[config.mk]
export PLATFORM = sky130hd
export DESIGN_NAME = dual_issue_queue
export DESIGN_NICKNAME = d
export VERILOG_FILES = /design/src/rtl/dual_issue_queue.sv
export SDC_FILE = /design/constraint.sdc
export NUM_CORES = 2
export LEC_CHECK = 0
export BUFFER_PORTS_ARGS = -buffer_cell sky130_fd_sc_hd__buf_2
export CAP_MARGIN = 20
export CORE_AREA = 2 2 369 371
export CTS_BUF_LIST = sky130_fd_sc_hd__clkbuf_8
export CTS_CLUSTER_SIZE = 8
export DETAILED_ROUTE_END_ITERATION = 7
export DIE_AREA = 0 0 371 373
export GPL_TIMING_DRIVEN = 0
export HOLD_SLACK_MARGIN = 0.15
export PLACE_DENSITY_LB_ADDON = 0.1
export SLEW_MARGIN = 20
export SYNTH_ARGS = -nofsm -noshare
export SYNTH_HDL_FRONTEND = slang
export SYNTH_SLANG_ARGS = --single-unit
[constraint.sdc]
create_clock -name clk -period 17.74 [get_ports clk]
set_clock_uncertainty 0.05 [all_clocks]
set_input_delay 1.774 -clock clk [delete_from_list [all_inputs] [get_ports clk]]
set_output_delay 1.774 -clock clk [all_outputs]
set_load 0.05 [all_outputs]
[src/rtl/dual_issue_queue.sv]
// Decoupling instruction queue with a dual-issue selector. Up to two
// pre-decoded instructions enter per cycle. Each cycle the head goes to the
// master pipe and head+1 to the slave pipe when that is legal. A small load
// scoreboard resolves load-use interlocks for both slots.
module dual_issue_queue #(
  parameter int DEPTH    = 16,
  parameter int DATA_W   = 64,
  parameter int LOAD_LAT = 2,
  parameter int DUAL_EN  = 1
) (
  input  logic                       clk,
  input  logic                       resetn,
  input  logic                       flush,
  input  logic                       stall,
  input  logic [1:0]                 in_valid,
  input  logic [DATA_W-1:0]          in_data0,
  input  logic [DATA_W-1:0]          in_data1,
  input  logic [20:0]                in_meta0,
  input  logic [20:0]                in_meta1,
  output logic                       in_ready,
  output logic                       iss0_valid,
  output logic [DATA_W-1:0]          iss0_data,
  output logic [20:0]                iss0_meta,
  output logic                       iss1_valid,
  output logic [DATA_W-1:0]          iss1_data,
  output logic [20:0]                iss1_meta,
  output logic [$clog2(DEPTH+1)-1:0] count
);

  localparam int AW = $clog2(DEPTH);
  localparam int CW = $clog2(DEPTH+1);

  // Queue state
  logic [AW-1:0]     r_rd_ptr;
  logic [AW-1:0]     r_wr_ptr;
  logic [CW-1:0]     r_count;
  logic [DATA_W-1:0] r_data [DEPTH];
  logic [20:0]       r_meta [DEPTH];

  // Load scoreboard: slot i holds a load destination issued i+1 cycles ago
  logic [LOAD_LAT-1:0] r_sb_v;
  logic [4:0]          r_sb_a [LOAD_LAT];

  logic [AW-1:0] w_next_ptr;
  logic [20:0]   w_hm;
  logic [20:0]   w_nm;
  logic [CW:0]   w_free;
  logic          w_push0;
  logic          w_push1;
  logic [1:0]    w_push_n;
  logic [1:0]    w_pop_n;
  logic          w_haz0;
  logic          w_haz1;
  logic          w_raw;
  logic          w_iss0;
  logic          w_iss1;

  assign w_next_ptr = r_rd_ptr + AW'(1);
  assign w_hm       = r_meta[r_rd_ptr];
  assign w_nm       = r_meta[w_next_ptr];

  // Space check uses registered count only; a same-cycle pop gives no credit
  assign w_free   = (CW+1)'(DEPTH) - {1'b0, r_count};
  assign in_ready = (w_free >= (CW+1)'(2));
  assign w_push0  = in_valid[0] & in_ready & ~flush;
  assign w_push1  = in_valid[1] & in_valid[0] & in_ready & ~flush;
  assign w_push_n = {1'b0, w_push0} + {1'b0, w_push1};

  // Scoreboard lookup for head and head+1 (rt only when the op reads it)
  always_comb begin
    w_haz0 = 1'b0;
    w_haz1 = 1'b0;
    for (int i = 0; i < LOAD_LAT; i++) begin
      w_haz0 = w_haz0 | (r_sb_v[i] & (r_sb_a[i] != 5'd0) &
               ((r_sb_a[i] == w_hm[4:0]) | (w_hm[20] & (r_sb_a[i] == w_hm[9:5]))));
      w_haz1 = w_haz1 | (r_sb_v[i] & (r_sb_a[i] != 5'd0) &
               ((r_sb_a[i] == w_nm[4:0]) | (w_nm[20] & (r_sb_a[i] == w_nm[9:5]))));
    end
  end

  // head+1 reads the register the head writes: cannot pair them
  assign w_raw = w_hm[15] & (w_hm[14:10] != 5'd0) &
                 ((w_nm[4:0] == w_hm[14:10]) | (w_nm[20] & (w_nm[9:5] == w_hm[14:10])));

  assign w_iss0 = (r_count != CW'(0)) & ~stall & ~flush & ~w_haz0;
  assign w_iss1 = (DUAL_EN != 0) & w_iss0 & (r_count >= CW'(2)) & ~w_haz1 &
                  ~w_nm[18] & ~w_nm[17] & ~w_nm[19] & ~w_raw;
  assign w_pop_n = {1'b0, w_iss0} + {1'b0, w_iss1};

  assign iss0_valid = w_iss0;
  assign iss0_data  = r_data[r_rd_ptr];
  assign iss0_meta  = w_hm;
  assign iss1_valid = w_iss1;
  assign iss1_data  = r_data[w_next_ptr];
  assign iss1_meta  = w_nm;
  assign count      = r_count;

  // Pointer and occupancy update; flush empties the queue
  always_ff @(posedge clk or negedge resetn) begin
    if (!resetn) begin
      r_rd_ptr <= '0;
      r_wr_ptr <= '0;
      r_count  <= '0;
    end else if (flush) begin
      r_rd_ptr <= '0;
      r_wr_ptr <= '0;
      r_count  <= '0;
    end else begin
      r_rd_ptr <= r_rd_ptr + AW'(w_pop_n);
      r_wr_ptr <= r_wr_ptr + AW'(w_push_n);
      r_count  <= r_count + CW'(w_push_n) - CW'(w_pop_n);
    end
  end

  // Payload/meta storage write; contents are don't-care until pushed
  always_ff @(posedge clk) begin
    if (w_push0) begin
      r_data[r_wr_ptr] <= in_data0;
      r_meta[r_wr_ptr] <= in_meta0;
    end
    if (w_push1) begin
      r_data[r_wr_ptr + AW'(1)] <= in_data1;
      r_meta[r_wr_ptr + AW'(1)] <= in_meta1;
    end
  end

  // Scoreboard shift: new entry from issued head load, holds under stall
  always_ff @(posedge clk or negedge resetn) begin
    if (!resetn) begin
      r_sb_v <= '0;
      for (int i = 0; i < LOAD_LAT; i++) r_sb_a[i] <= 5'd0;
    end else if (flush) begin
      r_sb_v <= '0;
      for (int i = 0; i < LOAD_LAT; i++) r_sb_a[i] <= 5'd0;
    end else if (!stall) begin
      for (int i = LOAD_LAT-1; i > 0; i--) begin
        r_sb_v[i] <= r_sb_v[i-1];
        r_sb_a[i] <= r_sb_a[i-1];
      end
      r_sb_v[0] <= w_iss0 & w_hm[16] & w_hm[15];
      r_sb_a[0] <= w_hm[14:10];
    end else begin
      r_sb_v <= r_sb_v;
    end
  end

endmodule

==> results <==
- The run finished with clean final reports.
- The element type at the critical path end is a primary output.
- The post-CTS setup buffer count is 0.
- The normalized max-slew margin is 0.179.
- The mapped cell area is 0.0802 mm^2.
- The highest net fanout along the worst path is 10.
- The maximum operating frequency is 115 MHz.
- In the final timing run, aggregate negative setup slack is 0 ns.
- The worst-margin pin slew is 1.23 ns.
- The number of nets in the layout is 5325.
- The fraction of registers with async set or reset after synthesis is 0.0181.
- The fraction of layout instances using a drive strength above 1 is 0.595.
- The leading register cell type out of synthesis is edfxtp_1.
- The worst setup margin is 9.05 ns.
- The synthesized design contains 1360 enable-type register cells.
- In this run the tool buffered the top-level ports with 351 buffer cells.
- The sum of routed wire length over all layers is 282000 um.
- The number of DRC violations after detailed routing is 0.
- The detailed-route vias per instance is 7.42.
- After synthesis the netlist holds a flip-flop and latch count of 1385.
- Of the synthesized area, sequential elements account for 0.517.
- The first global-routing pass estimated 395000 um of wire.
- The utilization of the core after routing is 0.682.
- The x dimension of the die is 371 um.
- During I/O placement, the number of pins put on the boundary was 354.
- The number of slew-limit violations in the final report was 0.
- Counting along the longest clock path gives a buffer depth of 3.
- Setup violations remaining at the end of the flow were counted as 0.
- Setup repair after global routing left no endpoint under its margin.
- For this design the ratio of total power to cell area is 112 mW/mm^2.
- Counting every instance in the synthesized netlist gives 4416.
- The H-tree depth reported by CTS is 4.
- The clock transition time at the flip-flop clock pins of the worst setup and hold paths is 0.06 ns.
- The die outline height is 373 um.
- The TritonCTS clock tree is built.
- The half-perimeter wire length of the detailed placement result is 191000 um.
- The tree is rooted in a clkbuf_8.
- The final weighted congestion of routability-driven global placement is 0.898.
- The type of the worst min-delay path is flip-flop to flip-flop.
- The element type at the critical path start is a flip-flop.
- After the first detailed-routing iteration, the DRC count stood at 8657.
- Averaged over all synthesized cells, the footprint is 18.2 um^2.
- Hold repair after CTS inserted 0 buffers.
- Dividing the final minimum period by the clock period gives 0.490.
- The remaining global-route overflow is 0.
- The starting density of the core is 0.595.
- The worst path required time is 15.92 ns.
- The clock network latency to the later pin of the worst-skew pair is 1.04 ns.
- The number of distinct library cells after synthesis is 51.
- The net count after synthesis is 4616.
- The area of combinational cells with multiple inputs is 0.0366 mm^2.
- The analysis attributes to cell leakage a power of 0.0298 uW.
- The startpoint-to-endpoint class of the critical path is flip-flop to primary output.
- The per-cell routed wire length is 39.5 um.
- The number of buffers created by CTS is 229.
- The number of nets with antenna violations after detailed routing is 0.
- For the worst setup path, the data arrival time is 6.87 ns.
- The initial antenna violation count was 57.
- The core region is 0.135 mm^2.
- The sequential cell area in the final layout is 0.0415 mm^2.
- The overall via count from detail_route is 52861.
- The overall global routing resource usage is 0.410.
- After clock tree synthesis, the repair step resized 0 gates.
- At the placement stage, the worst setup path has a slack of 10.31 ns.
- Final hold analysis gives a worst-case slack of 0.510 ns.
- The count of final hold-check violations is 0.
- The reported max-cap violation count is 0.
- For this design, the sink count on the clock tree is 1385.
- The row count is 135.
- The minimum period implied by the final worst setup slack is 8.69 ns.
- The worst supply voltage drop on vdd is 107 uV.
- The total power is 10300 uW.
- During synthesis, Yosys emitted a total of 0 warnings.
- The number of global-route vias before repair is 53267.
- The floorplan step defined a die boundary enclosing 0.138 mm^2.
- Relative to the synthesized area, the layout overhead comes to 14.5%.
- The fill cell instance count of the final layout is 8972.
- Entering global routing, the biggest net connects 26 pins.
- The first-pass iteration count of the detailed router is 7.
==> critical path, stage by stage (launching register included) <==
cell and delay, ns:
dfrtp_1 0.54, ha_1 0.35, buf_2 0.18, buf_2 0.33, buf_2 0.43, buf_1 0.87
clkbuf_1 0.88, clkbuf_1 0.94, mux4_2 0.43, mux4_2 0.62, buf_2 0.27
==> power by group <==
part	switching (uW)	internal, uW
combinational	2360	1500
clock	1380	1230
sequential	57.9	3730
total	3800	6470
==> path summary, 6_finish.rpt <==
check / from / endpoint / slack (ns) / cells past startpoint
max: r_rd_ptr[1] / iss1_data[2] / 9.05 / 10
min: r_sb_v[1] / r_sb_v[1] / 0.51 / 2
max reg2reg: r_rd_ptr[1] / count[4] / 11.30 / 22
min reg2reg: r_sb_v[1] / r_sb_v[1] / 0.51 / 2
max in group asynchronous: resetn / r_wr_ptr[0] / 16.36 / 1
min in group asynchronous: resetn / r_sb_a[5] / 0.79 / 1
==> registers in the layout, indices dropped and copies added (netlist names) <==
register and cells:
r_sb_v 2, r_sb_a 10, count 5, r_meta 336
r_data 1024, r_rd_ptr 4, r_wr_ptr 4
==> cell usage in the layout (no fill, tap or decap), drive strengths merged, types with 25 or more instances in the layout <==
cell,count
xnor2,43
inv,111
buf,714
mux4,838
clkinv,85
dfrtp,25
mux2i,36
nor2,32
diode,34
clkbuf,526
mux2,1361
edfxtp,1360
==> cell type report <==
class / instances / share of cell area
antenna: 34 / 0.000927
clock inverter: 189 / 0.00951
tap: 1781 / 0.0243
buffer: 532 / 0.0252
inverter: 15 / 0.000613
multi-input combinational: 2484 / 0.399
sequential: 1385 / 0.452
clock buffer: 230 / 0.0345
timing repair buffer: 478 / 0.0547
==> cells by family (layout without fill, tap and decap cells) <==
group | after synthesis | count (layout) | synth area share
other | 0 | 34 | 0
AND/OR/NAND/NOR | 106 | 106 | 0.00717
flip-flops | 1385 | 1385 | 0.517
adder cells (fa/ha/maj) | 24 | 24 | 0.00412
multiplexers | 2235 | 2235 | 0.431
XOR/XNOR | 64 | 64 | 0.00709
buffers and inverters | 547 | 1444 | 0.0289
AO/OA/AOI/OAI | 55 | 55 | 0.00418
==> per-stage QoR <==
step / area, um^2 / std cells
after floorplan: 80200 / 4416
after global placement: 84100 / 6548
after detailed placement: 87600 / 6673
after CTS: 91700 / 7092
after global routing: 91800 / 7118
final: 91800 / 7128
==> layer usage <==
| metal | wire, um | track usage |
|---|---|---|
| met5 | 261 | 0 |
| met1 | 95900 | 0.541 |
| met4 | 16000 | 0.211 |
| met2 | 130000 | 0.614 |
| met3 | 39700 | 0.129 |
==> cells in the mapped netlist, types with 13 or more instances <==
cell type | instances | share of area
a21oi_1 | 16 | 0.0010
buf_1 | 78 | 0.0037
buf_2 | 146 | 0.0091
buf_4 | 13 | 0.0012
clkbuf_1 | 291 | 0.014
dfrtp_1 | 25 | 0.0078
edfxtp_1 | 1360 | 0.51
ha_1 | 20 | 0.0031
inv_1 | 15 | 0.00070
mux2_1 | 15 | 0.0021
mux2_2 | 1346 | 0.19
mux2i_1 | 36 | 0.0045
mux4_2 | 837 | 0.24
nor2_1 | 32 | 0.0015
xnor2_1 | 42 | 0.0046
xor2_1 | 21 | 0.0023
Note: power is estimated with default switching activity, not from simulation.
